<file path="src/rtl/segasys1_sndcmd_queue.sv">
// Sound command queue between the System 1 main-CPU block and the sound CPU.
// Ports: CLK48M/RESETn clock and async reset; SNDRQ/SNDNO command strobe and
// byte in; SRD sound CPU latch read; SND_NMI/SND_DO NMI and presented byte;
// FIFO_CNT queued entries; OVF sticky drop flag, cleared by OVF_CLR.
module segasys1_sndcmd_queue #(
    parameter int DEPTH = 4,
    parameter int GAP   = 96,
    localparam int AW   = $clog2(DEPTH)
) (
    input  logic          CLK48M,
    input  logic          RESETn,
    input  logic          SNDRQ,
    input  logic [7:0]    SNDNO,
    input  logic          SRD,
    output logic          SND_NMI,
    output logic [7:0]    SND_DO,
    output logic [AW:0]   FIFO_CNT,
    output logic          OVF,
    input  logic          OVF_CLR
);

    localparam int GW = (GAP > 2) ? $clog2(GAP) : 1;

    typedef enum logic [1:0] {
        S_IDLE,
        S_ASSERT,
        S_GAP
    } state_t;

    state_t        state_q, state_d;
    logic [7:0]    mem_q [DEPTH];
    logic [7:0]    mem_d [DEPTH];
    logic [AW-1:0] wp_q, wp_d;
    logic [AW-1:0] rp_q, rp_d;
    logic [AW:0]   cnt_q, cnt_d;
    logic [GW-1:0] gap_q, gap_d;
    logic          nmi_q, nmi_d;
    logic [7:0]    do_q, do_d;
    logic          ovf_q, ovf_d;
    logic          sndrq_q;
    logic          srd_q;

    logic push, srd_rise, pop, full, wr_en, drop;

    always_comb begin
        push     = SNDRQ & ~sndrq_q;
        srd_rise = SRD & ~srd_q;
        pop      = srd_rise & (state_q == S_ASSERT);
        full     = (cnt_q == (AW+1)'(DEPTH));
        // A pop in the same cycle frees the slot the push needs.
        wr_en    = push & (~full | pop);
        drop     = push & full & ~pop;

        mem_d   = mem_q;
        wp_d    = wp_q;
        rp_d    = rp_q;
        cnt_d   = cnt_q;
        gap_d   = gap_q;
        nmi_d   = nmi_q;
        do_d    = do_q;
        ovf_d   = ovf_q;
        state_d = state_q;

        if (wr_en) begin
            mem_d[wp_q] = SNDNO;
            wp_d        = wp_q + 1'b1;
        end
        if (pop) begin
            rp_d = rp_q + 1'b1;
        end

        unique case ({wr_en, pop})
            2'b10:   cnt_d = cnt_q + 1'b1;
            2'b01:   cnt_d = cnt_q - 1'b1;
            default: cnt_d = cnt_q;
        endcase

        if (drop) begin
            ovf_d = 1'b1;
        end else if (OVF_CLR) begin
            ovf_d = 1'b0;
        end

        unique case (state_q)
            S_IDLE: begin
                if (cnt_q != '0) begin
                    do_d    = mem_q[rp_q];
                    nmi_d   = 1'b1;
                    state_d = S_ASSERT;
                end
            end
            S_ASSERT: begin
                if (pop) begin
                    nmi_d   = 1'b0;
                    gap_d   = GW'(GAP - 1);
                    state_d = S_GAP;
                end
            end
            S_GAP: begin
                if (gap_q == '0) begin
                    state_d = S_IDLE;
                end else begin
                    gap_d = gap_q - 1'b1;
                end
            end
            default: begin
                nmi_d   = 1'b0;
                state_d = S_IDLE;
            end
        endcase
    end

    always_ff @(posedge CLK48M or negedge RESETn) begin
        if (!RESETn) begin
            state_q <= S_IDLE;
            mem_q   <= '{default: '0};
            wp_q    <= '0;
            rp_q    <= '0;
            cnt_q   <= '0;
            gap_q   <= '0;
            nmi_q   <= 1'b0;
            do_q    <= '0;
            ovf_q   <= 1'b0;
            sndrq_q <= 1'b0;
            srd_q   <= 1'b0;
        end else begin
            state_q <= state_d;
            mem_q   <= mem_d;
            wp_q    <= wp_d;
            rp_q    <= rp_d;
            cnt_q   <= cnt_d;
            gap_q   <= gap_d;
            nmi_q   <= nmi_d;
            do_q    <= do_d;
            ovf_q   <= ovf_d;
            sndrq_q <= SNDRQ;
            srd_q   <= SRD;
        end
    end

    assign SND_NMI  = nmi_q;
    assign SND_DO   = do_q;
    assign FIFO_CNT = cnt_q;
    assign OVF      = ovf_q;

endmodule

</file>
<file path="config.mk">
export PLATFORM = sky130hd
export DESIGN_NAME = segasys1_sndcmd_queue
export DESIGN_NICKNAME = d
export VERILOG_FILES = /design/src/rtl/segasys1_sndcmd_queue.sv
export SDC_FILE = /design/constraint.sdc
export NUM_CORES = 1
export LEC_CHECK = 0
export BUFFER_PORTS_ARGS = -buffer_cell sky130_fd_sc_hd__buf_2
export CORE_MARGIN = 1
export CORE_UTILIZATION = 50
export CTS_CLUSTER_DIAMETER = 100
export DETAILED_ROUTE_END_ITERATION = 10
export PLACE_DENSITY = 0.84
export SLEW_MARGIN = 30
export SYNTH_ARGS = -nofsm -noshare
export SYNTH_HDL_FRONTEND = slang
export SYNTH_SLANG_ARGS = --single-unit
export TNS_END_PERCENT = 30
</file>
<file path="constraint.sdc">
create_clock -name CLK48M -period 2.3 [get_ports CLK48M]
set_clock_uncertainty 0.1 [all_clocks]
set_input_delay 0.46 -clock CLK48M [delete_from_list [all_inputs] [get_ports CLK48M]]
set_output_delay 0.46 -clock CLK48M [all_outputs]
set_load 0.02 [all_outputs]
</file>
## Yosys cells after proc, flatten, opt, wreduce, memory -nomap -nowiden

Index checks and enable logic that the tools add are counted.
Widths: inputs -> output; s select.

| word-level totals | value |
|---|---|
| register bits after elaboration | 60 |
| word-level logic and storage cells | 75 |

| operators by class | value |
|---|---|
| add/sub/neg operators | 5 |
| order comparisons | 3 |
| equality and inequality tests | 9 |
| mux-type cells | 19 |
| bitwise gates (word level) | 14 |
| reductions and logical operators | 11 |

Operators by type and width:

| kind | count |
|---|---|
| $bwmux 32 | 1 |
| $mux 8 | 3 |
| $bmux 8 s2 | 1 |
| $demux 8 s2 | 1 |
| $mux 7 | 2 |
| $pmux 7 s2 | 1 |
| $reduce_and 3->1 | 3 |
| $ne 2x2->1 const B | 4 |
| $logic_not 7->1 | 1 |
| $sub 7x1->7 const B | 1 |
| $and 1x1->1 | 6 |
| $ge 3x3->1 const B | 2 |
| $mux 2 | 3 |
| $not 2->3 | 2 |
| $pmux 2 s3 | 1 |
| $pmux 3 s2 | 1 |
| $reduce_bool 2->1 | 3 |
| $not 1->1 | 5 |
| $add 2x1->2 const B | 2 |
| $eq 2x1->1 const B | 2 |
| $eq 2x2->1 const B | 2 |
| $mux 1 | 4 |
| $add 3x1->3 const B | 1 |
| $eq 3x3->1 const B | 1 |
| 8 further kinds | 8 |

## Longest topological paths before layout

Gate-level depths: netlist of the first run.

| depth | value |
|---|---|
| depth after elaboration | 7 |
| gate-level depth with buffers | 10 |
| gate-level depth less buffers | 9 |

## Worst setup path after synthesis of the first run

Ideal clock, no wire load.

| timing path | value |
|---|---|
| path kind | reg-to-reg |
| from | register cnt_q[2], in the netlist FIFO_CNT[2] |
| to | register cnt_q[2], in the netlist FIFO_CNT[2] |
| arrival | 2.217 ns |
| data required time | 2.120 ns |
| path slack | -0.097 ns |
| stages on the path, launching flop included | 10 |
| buffers on the path | 0 |
| cell sequence | dfrtp_1 -> nor3b_4 -> a21oi_1 -> inv_1 -> ha_1 -> inv_1 -> fa_1 -> xor2_1 -> nor2_1 -> xor2_1 |

| between the ends | value |
|---|---|
| longest elaborated chain between the ends | 6 |

RTL lines:

| item | line | RTL |
|---|---|---|
| from (decl) | 35 | `logic [AW:0] cnt_q, cnt_d;` |
| from (signal assigned) | 131 | `cnt_q <= cnt_d;` |
| $eq 3x3->1 | 49 | `full = (cnt_q == (AW+1)'(DEPTH));` |
| $not 1->1 | 51 | `wr_en = push & (~full \| pop);` |
| $or 1x1->1 | 51 |  |
| $and 1x1->1 | 51 |  |
| $eq 2x1->1 / $eq 2x2->1 (equally long branches) | 72 | `unique case ({wr_en, pop})` |
| $pmux 3 s2 / $reduce_bool 2->1 (equally long branches) | -- |  |

Several ways; a longest one is shown, not always the timed one.
A chain may end at the register's enable or synchronous reset.

## Final worst setup path of the first run

| timing path | value |
|---|---|
| from | register cnt_q[0], in the netlist FIFO_CNT[0] |
| to | register cnt_q[2], in the netlist FIFO_CNT[2] |

The elaborated chain is that of the path after synthesis.

==> results.ini, run 1 <==
[outcome]
status=finished, final reports clean

[yosys]
synth_edf_count=0
yosysTopAreaCell=dfrtp_1
yosys_most_used_dff=dfrtp_1
syn_avg_cell_area_um2=14.5
synth_seq_cells=60
yosysMostFrequentCell=dfrtp_1
synth_top_area_share_pct=54.1
synthCells=192
yosys-top-cells-area=dfrtp_1 54%, mux2_2 16%, mux4_2 6.5%
ys_warn_count=0
synth-async-reset-ratio_pct=100
syn_area_um2=2780
synth.distinct_cells=32
seq_area_frac_synth_pct=54.1
syn-num-nets=212
ys_top_cells_by_count=60 x dfrtp_1, 40 x mux2_2, 16 x inv_1, 8 x mux4_2

[die]
dieArea_um2=5850
core_um2=5240
dieHeight_um=76.5
ioPinCount=26
start_util_pct=53.0
std_cell_rows=26
die_w_um=76.5

[routing]
first_iter_violations=76
viasPerCell=5.20
dr_total_vias=1601
drc=0
wl_per_cell_um=15.5
drt_wl_total_um=4770
drtPass1Iterations=6
ant_nets=0

[job]
drv_cap=0

[worst_setup_path]
cp_max_fo=5
crit_chain=nor3b_4 > a21oi_2 > inv_1 > ha_2 > inv_1 > fa_2 > xor2_1 > nor2_1 > xor2_1
cp-end-kind=flip-flop
crit_type=flip-flop to flip-flop
slowest_delay_ps=450
cp.arrival_ps=2160
critPathRequiredTime_ps=2450
cp_slowest_cell=dfrtp_2
startpoint_type=flip-flop

[power_and_ir_drop]
seqPwrFrac_pct=40.7
netSwitchingFraction_pct=31.6
p_comb_share_pct=36.3
irDropWorstVdd_v=0.000708
p_clk_share_pct=23.0
p_int_mw=3.14
cellPowerDensity_nw_per_um2=1390
p_switching_mw=1.45
leakagePower_nw=1.46

[min_path]
hold_class=input pin to flip-flop

[global_routing]
overflow=0
track_usage_pct=19.1
grt_pass1_wl_um=8400
grt_max_degree=60
antenna_found_initial=0
grt_pass1_vias=1732

[timing]
rsz0062_at_grt=no
slew_headroom_pct=67.7
finalHoldViolations=0
worst_pin_slew_ps=485
finalSetupTns_ps=0
setup_viol=0
fin_crit_sh_pct=87.2
fin_crit_ps=2010
fin_hold_ws_ps=158
maxSlewViolCount=0
fmax_ghz=0.498

[clock_tree]
path_clk_slew_ps=60
htree_levels=3
cts_setup_buffers=0
numCtsBuffers=9
clk_latency_ps=330
cts_sinks=60
tritoncts=done
clock_path_buffers=2
cts-root-buf=clkbuf_8

[place]
place_congestion=0.749
dp_hpwl_um=3180
io_buffers=25
dp.cells=292

[finish]
syn_to_final_growth_pct=18.8
num-fill-cells=393
num_antenna_cells=0
multi_input_area_um2=1190
drive_gt1_share_pct=48.3
fin_util_pct=63.0
stdcell_count=308
final_nets=254
regArea_um2=1510

[worst paths after layout]
| path | slack (ps) | from | endpoint | cells past startpoint |
|---|---|---|---|---|
| max | 290 | FIFO_CNT[0]$_DFFE_PN0P_ | FIFO_CNT[2]$_DFFE_PN0P_ | 9 |
| min reg2reg | 400 | gap_q[6]$_DFFE_PN0P_ | gap_q[6]$_DFFE_PN0P_ | 1 |
| min in group asynchronous | 380 | RESETn | mem_q[9]$_DFFE_PN0P_ | 2 |
| min | 160 | SNDRQ | sndrq_q$_DFF_PN0_ | 1 |
| max in group asynchronous | 1220 | RESETn | FIFO_CNT[0]$_DFFE_PN0P_ | 3 |
| max reg2reg | 290 | FIFO_CNT[0]$_DFFE_PN0P_ | FIFO_CNT[2]$_DFFE_PN0P_ | 9 |
[placed cells by master, fill, tap and decap left out, drive strengths merged]
master,instances
nand2b,2
o31ai,2
bufinv,2
nor3b,1
o22ai,1
xnor2,4
xor2,3
fa,1
o21ai,1
or3b,2
dlygate4sd3,1
mux2i,6
clkinv,1
o21a,1
nand2,5
clkbuf,11
o21bai,2
or2,1
nor3,2
nor2b,1
a21oi,5
mux4,8
ha,6
a211oi,4
or3,3
dfrtp,60
clkinvlp,1
buf,36
nor2,6
nand3b,1
mux2,41
inv,16
nand4bb,1
[repair_timing]
| action | 4_1_cts | 5_1_grt |
|---|---|---|
| endpoints found under the hold margin | 1 | 0 |
| gates resized for setup | 0 | 0 |
| hold buffers | 1 | 0 |
[kinds of logic (layout without fill, tap and decap cells)]
kind of cell    count (synthesis)  after routing  share of synthesized area (%)
flops                          60             60                           54.1
mux                            55             55                           25.3
simple gates                   25             25                           5.99
buf+inv                        22             68                           3.33
compound gates                 16             16                           5.68
fa+ha+maj                       7              7                           3.42
xor+xnor                        7              7                           2.21
[routing by layer]
layer	global-route usage (%)	wire length, um
met1	25.0	2270
met2	29.6	2270
met3	4.91	147
met4	9.23	87
met5	0	0
[power groups by stage]
stage               logic (mW)  registers [mW]  clock network [mW]
global route              1.82            1.94                1.13
global placement          1.64            1.85                   0
detailed placement        1.70            1.88                   0
finish                    1.67            1.87                1.06
CTS                       1.70            1.87                1.08
floorplan                 1.20            1.91                   0
[sequential cells by signal, summed over array words and instances, names as in the netlist]
register  cells
SND_NMI       1
mem_q        32
srd_q         1
wp_q          2
rp_q          2
FIFO_CNT      3
state_q       2
OVF           1
SND_DO        8
sndrq_q       1
gap_q         7
[through the flow]
step	cell area [um^2]	power, mW	setup slack (ps)
finish	3300	4.59	294
global route	3300	4.90	126
CTS	3300	4.64	268
detailed placement	3060	3.58	260
global placement	3060	3.49	315
floorplan	2790	3.11	2.74
[area by class of cell]
cell class / count / area share [%]
clock buffers: 11 / 4.59
inverters: 16 / 1.82
clock inverters: 4 / 2.20
flip-flops and latches: 60 / 45.6
multi-input cells: 110 / 36.1
well taps: 70 / 2.66
repair buffers: 37 / 6.98
[worst max-delay path: cells and delay by family, from the launching register on]
family | cells | cell delay [ps]
xor+xnor | 2 | 280
fa+ha+maj | 2 | 510
compound gates | 1 | 110
buf+inv | 2 | 120
simple gates | 2 | 360
flops | 1 | 450
Note: power is estimated with default switching activity, not from simulation.
==> inputs of run 2 (changes only) <==
--- a/config.mk
+++ b/config.mk
@@ -11,6 +11,7 @@
 export CTS_CLUSTER_DIAMETER = 100
 export DETAILED_ROUTE_END_ITERATION = 10
 export PLACE_DENSITY = 0.84
+export SKIP_CTS_REPAIR_TIMING = 1
 export SLEW_MARGIN = 30
 export SYNTH_ARGS = -nofsm -noshare
 export SYNTH_HDL_FRONTEND = slang
==> constraint.sdc (replaced) <==
create_clock -name CLK48M -period 2.3 [get_ports CLK48M]
set_clock_uncertainty 0.1 [all_clocks]
set_input_delay 0.23 -clock CLK48M [delete_from_list [all_inputs] [get_ports CLK48M]]
set_output_delay 0.23 -clock CLK48M [all_outputs]
set_load 0.02 [all_outputs]
==> run 2 against run 1 <==
  * Register-to-register slack hardly changed
  * Clock power decreased by 11%
  * Routed wire length unchanged
  * Hold slack got worse by 88 ps
  * Fmax fell by 0.65%
==> results.ini, run 2 (synthesized netlist as in run 1, its figures left out) <==
[global_routing]
track_usage_pct=19.4  ; +0.29 points
grt_pass1_vias=1753  ; +1.2%
grt_pass1_wl_um=8490  ; +1.1%
antenna_found_initial=0  ; unchanged
overflow=0  ; unchanged
grt_max_degree=23  ; -62%

[finish]
largest_register_ffs=32  ; unchanged
final_common_cell=dfrtp_1
final_nets=258  ; +1.6%
num_antenna_cells=0  ; unchanged
mostFrequentLayoutCells=57 x dfrtp_1, 40 x mux2_2, 25 x buf_2
syn_to_final_growth_pct=18.9
drive_gt1_share_pct=47.7  ; -0.58 points
top_register=mem_q
final_area_um2=3300  ; +0.11%

[worst_setup_path]
cp-end-kind=flip-flop
slowest_delay_ps=520  ; +70 ps
cp_max_fo=9  ; +4
cp_slowest_cell=dlygate4sd3_1
crit_top_cell=buf_4
critPathRequiredTime_ps=2410  ; -40 ps
crit_type=input pin to flip-flop
cp.arrival_ps=2130  ; -30 ps
crit_chain=dlygate4sd3_1 > buf_2 > nand4bb_4 > buf_4 > a211oi_4 > buf_4 > mux2_2
startpoint_type=input pin

[die]
std_cell_rows=26  ; unchanged
ioPinCount=26  ; unchanged
die_w_um=76.5  ; unchanged
dieHeight_um=76.5  ; unchanged
dieArea_um2=5850  ; unchanged
start_util_pct=53.0  ; unchanged
core_um2=5240  ; unchanged

[routing]
drc=0  ; unchanged
drt_wl_total_um=4770  ; unchanged
viasPerCell=5.28  ; +1.6%
first_iter_violations=56  ; -26%
ant_nets=0  ; unchanged
dr_total_vias=1653  ; +3.2%
wl_per_cell_um=15.3  ; -1.6%
drtPass1Iterations=4  ; -2

[power_and_ir_drop]
leakagePower_nw=1.47  ; +0.25%
cellPowerDensity_nw_per_um2=1360  ; -2.7%
irDropWorstVdd_v=0.000723  ; +2.1%

[min_path]
hold_class=input pin to flip-flop

[clock_tree]
numCtsBuffers=9  ; unchanged
tritoncts=done
cts_sinks=60  ; unchanged
cts-root-buf=clkbuf_8
path_clk_slew_ps=60  ; about the same
clock_path_buffers=2  ; unchanged
clk_latency_ps=330  ; about the same
htree_levels=3  ; unchanged

[timing]
slew_headroom_pct=67.0  ; -0.72 points
finalSetupTns_ps=0  ; unchanged
maxSlewViolCount=0  ; unchanged
setup_viol=0  ; unchanged
finalHoldViolations=0  ; unchanged
fin_crit_ps=2020  ; +13.2 ps
worst_pin_slew_ps=496  ; +10.8 ps
rsz0062_at_grt=no
fin_crit_sh_pct=87.8  ; +0.57 points
fmax_ghz=0.495  ; -0.65%

[job]
drv_cap=0  ; unchanged

[place]
io_buffers=25  ; unchanged
place_congestion=0.745  ; -0.60%
postPlaceCellArea_um2=3060  ; -0.16%
dp_hpwl_um=3430  ; +8.1%

[outcome]
status=finished, final reports clean

-- run 2: path summary, 6_finish.rpt --
check                                         from                       to  slack (ps)  cells after the start
setup reg to reg           FIFO_CNT[0]$_DFFE_PN0P_  FIFO_CNT[2]$_DFFE_PN0P_         290                      9
hold reg to reg               mem_q[8]$_DFFE_PN0P_     mem_q[8]$_DFFE_PN0P_         390                      1
min in group asynchronous                   RESETn    mem_q[18]$_DFFE_PN0P_         300                      2
setup / recovery                               SRD     mem_q[0]$_DFFE_PN0P_         280                      7
hold / removal                            SNDNO[4]    mem_q[28]$_DFFE_PN0P_          70                      2
max in group asynchronous                   RESETn    mem_q[31]$_DFFE_PN0P_        1120                      3
-- run 2: worst max-delay path, delay by kind of cell --
kind                   cells  cell delay (ps)
AO/OA/AOI/OAI              1              330
buffers and inverters      4             1100
multiplexers               1              330
AND/OR/NAND/NOR            1              140
-- run 2: metrics by stage --
stage / util, % / hold slack (ps) / total power [mW] / cells / worst slack, ps
2_1_floorplan: - / -166 / 3.11 / 192 / 2.74
3_3_place_gp: 58.4 / 119 / 3.49 / 293 / 346
3_5_place_dp: 58.4 / 122 / 3.57 / 293 / 303
4_1_cts: 62.3 / -241 / 4.53 / 309 / 262
5_1_grt: 63.0 / 57.0 / 4.79 / 313 / 116
6_report: 63.0 / 69.7 / 4.48 / 313 / 280
-- run 2: layout make-up --
class,count,area (um^2)
Sequential cell,60,1510
Clock buffer,12,155
Tap cell,70,87.6
Inverter,16,60.1
Clock inverter,4,47.5
Multi-Input combinational cell,110,1190
Timing Repair Buffer,41,255
Fill cell,381,1940
-- run 2: per-layer routing --
metal  GRT usage [%]  wire length [um]
met1            23.5              2060
met2            30.5              2450
met3            7.90               191
met4            8.46                69
met5               0                 0
-- run 2: power by group --
part | switching [mW] | internal, mW | total [mW]
clock | 0.388 | 0.556 | 0.943
sequential | 0.318 | 1.54 | 1.86
combinational | 0.729 | 0.944 | 1.67
==> inputs of run 3 (changes only) <==
--- a/config.mk
+++ b/config.mk
@@ -6,11 +6,12 @@
 export NUM_CORES = 1
 export LEC_CHECK = 0
 export BUFFER_PORTS_ARGS = -buffer_cell sky130_fd_sc_hd__buf_2
+export CAP_MARGIN = 20
 export CORE_MARGIN = 1
-export CORE_UTILIZATION = 50
+export CORE_UTILIZATION = 63
 export CTS_CLUSTER_DIAMETER = 100
 export DETAILED_ROUTE_END_ITERATION = 10
-export PLACE_DENSITY = 0.84
+export PLACE_DENSITY = 0.95
 export SKIP_CTS_REPAIR_TIMING = 1
 export SLEW_MARGIN = 30
 export SYNTH_ARGS = -nofsm -noshare
==> constraint.sdc (replaced) <==
create_clock -name CLK48M -period 2.6 [get_ports CLK48M]
set_clock_uncertainty 0.1 [all_clocks]
set_input_delay 0.26 -clock CLK48M [delete_from_list [all_inputs] [get_ports CLK48M]]
set_output_delay 0.26 -clock CLK48M [all_outputs]
set_load 0.02 [all_outputs]
==> run 3 against run 2 <==
  * Worst setup slack better by 33 ps
  * Clock power is 10% lower
  * Combinational power fell by 15%
  * Via count up 0.67%
  * Highest routed layer unchanged
  * First-iteration DRC count is 41% higher
  * Routed wire length grew 6.1%
  * Final cell count decreased by 9.3%
  * Core utilization grew 15 points
==> results.ini, run 3 (synthesized netlist as in run 1, its figures left out) <==
[routing]
dr_total_vias=1664  ; +0.67%
first_iter_violations=79  ; +41%
drt_wl_total_um=5070  ; +6.1%
drc=0  ; unchanged
wl_per_cell_um=17.8  ; +17%
drtPass1Iterations=4  ; unchanged
ant_nets=0  ; unchanged
viasPerCell=5.86  ; +11%

[finish]
final_nets=249  ; -3.5%
num_antenna_cells=0  ; unchanged
largest_register_ffs=32  ; unchanged
syn_to_final_growth_pct=15.1
multi_input_area_um2=1180  ; -0.74%
final_area_um2=3190  ; -3.3%
num-fill-cells=238  ; -38%
regArea_um2=1500  ; -0.25%
top_register=mem_q
drive_gt1_share_pct=43.6  ; -4.1 points
final_common_cell=dfrtp_1
mostFrequentLayoutCells=60 x dfrtp_1, 40 x mux2_2, 25 x buf_2

[die]
core_um2=4120  ; -21%
ioPinCount=26  ; unchanged
dieHeight_um=68.4  ; -11%
start_util_pct=67.5  ; +14 points
std_cell_rows=23  ; -12%
die_w_um=68.4  ; -11%
dieArea_um2=4680  ; -20%

[place]
postPlaceCellArea_um2=2950  ; -3.4%
io_buffers=25  ; unchanged
place_congestion=0.764  ; +2.5%
place_ws_ps=109  ; -194 ps
dp_hpwl_um=3330  ; -3.1%

[worst_setup_path]
critPathRequiredTime_ps=2760  ; +350 ps
r2r_cells=8  ; -1
cp_slowest_cell=dlygate4sd3_1
crit_type=input pin to flip-flop
crit_chain=dlygate4sd3_1 > buf_2 > nand4bb_4 > inv_1 > ha_1 > inv_1 > fa_1 > xor2_1 > nor2_1 > xor2_1
cp.arrival_ps=2440  ; +310 ps
slowest_delay_ps=520  ; about the same
cp.depth=10  ; +3
cp_max_fo=7  ; -2
startpoint_type=input pin
cp-end-kind=flip-flop
crit_buf_inv=4  ; unchanged
cp_top_family=buffers and inverters
rrSetupSlack_ps=350  ; +60 ps

[global_routing]
antenna_found_initial=0  ; unchanged
overflow=0  ; unchanged
grt_max_degree=32  ; +39%
grt_pass1_vias=1737  ; -0.91%
grt_pass1_wl_um=8650  ; +1.8%
track_usage_pct=27.7  ; +8.3 points

[outcome]
status=finished, final reports clean

[timing]
rsz0062_at_grt=no
worst_pin_slew_ps=661  ; +165 ps
finalHoldViolations=0  ; unchanged
final.setup.worst_slack_ps=314  ; +33.4 ps
fin_crit_ps=2290
setup_viol=0  ; unchanged
fin_hold_ws_ps=21.1  ; -48.6 ps
maxSlewViolCount=0  ; unchanged
finalSetupTns_ps=0  ; unchanged
fmax_ghz=0.437
fin_crit_sh_pct=87.9
slew_headroom_pct=55.9  ; -11 points

[min_path]
hold_path_depth=2  ; unchanged
hold_class=input pin to flip-flop

[clock_tree]
numCtsBuffers=9  ; unchanged
cts-root-buf=clkbuf_8
clk_latency_ps=340  ; about the same
htree_levels=3  ; unchanged
path_clk_slew_ps=60  ; about the same
cts_sinks=60  ; unchanged
clock_path_buffers=2  ; unchanged
tritoncts=done

[job]
drv_cap=0  ; unchanged

[power_and_ir_drop]
cellPowerDensity_nw_per_um2=1240  ; -8.6%
leakagePower_nw=1.43  ; -2.7%
irDropWorstVdd_v=0.000872  ; +21%

run 3: per-stage QoR:
| step | power, mW | std cells | util [%] |
|---|---|---|---|
| 6_report | 3.96 | 284 | 77.6 |
| 2_1_floorplan | 2.74 | 192 | - |
| 3_3_place_gp | 3.03 | 264 | 71.8 |
| 3_5_place_dp | 3.11 | 264 | 71.8 |
| 5_1_grt | 4.23 | 284 | 77.6 |
| 4_1_cts | 3.98 | 280 | 76.7 |
run 3: cell type report:
cell class	instances	share of cell area, %
clock inverter	4	1.49
inverter	16	1.88
multi-input combinational	110	37.0
clock buffer	12	4.86
timing repair buffer	32	5.80
tap	50	1.96
sequential	60	47.0
run 3: final timing paths:
path                                                end                   start
worst max-delay path            FIFO_CNT[2]$_DFFE_PN0P_                     SRD
worst min-delay path                    OVF$_DFFE_PN0P_                 OVF_CLR
worst max register to register  FIFO_CNT[2]$_DFFE_PN0P_  state_q[1]$_DFFE_PN0P_
worst min register to register     gap_q[6]$_DFFE_PN0P_    gap_q[6]$_DFFE_PN0P_
max in group asynchronous           wp_q[1]$_DFFE_PN0P_                  RESETn
min in group asynchronous         mem_q[25]$_DFFE_PN0P_                  RESETn
run 3: where the power goes:
| part | switching, mW | internal [mW] | total [mW] | leakage (nW) |
|---|---|---|---|---|
| Sequential | 0.337 | 1.36 | 1.70 | 0.707 |
| Clock | 0.354 | 0.492 | 0.846 | 0.102 |
| Combinational | 0.621 | 0.795 | 1.42 | 0.618 |
| Total | 1.31 | 2.64 | 3.96 | 1.43 |
run 3: layer usage:
| metal | track usage, % | wire [um] |
|---|---|---|
| met3 | 8.33 | 238 |
| met5 | 0 | 0 |
| met2 | 42.0 | 2530 |
| met1 | 35.7 | 2230 |
| met4 | 14.8 | 68 |
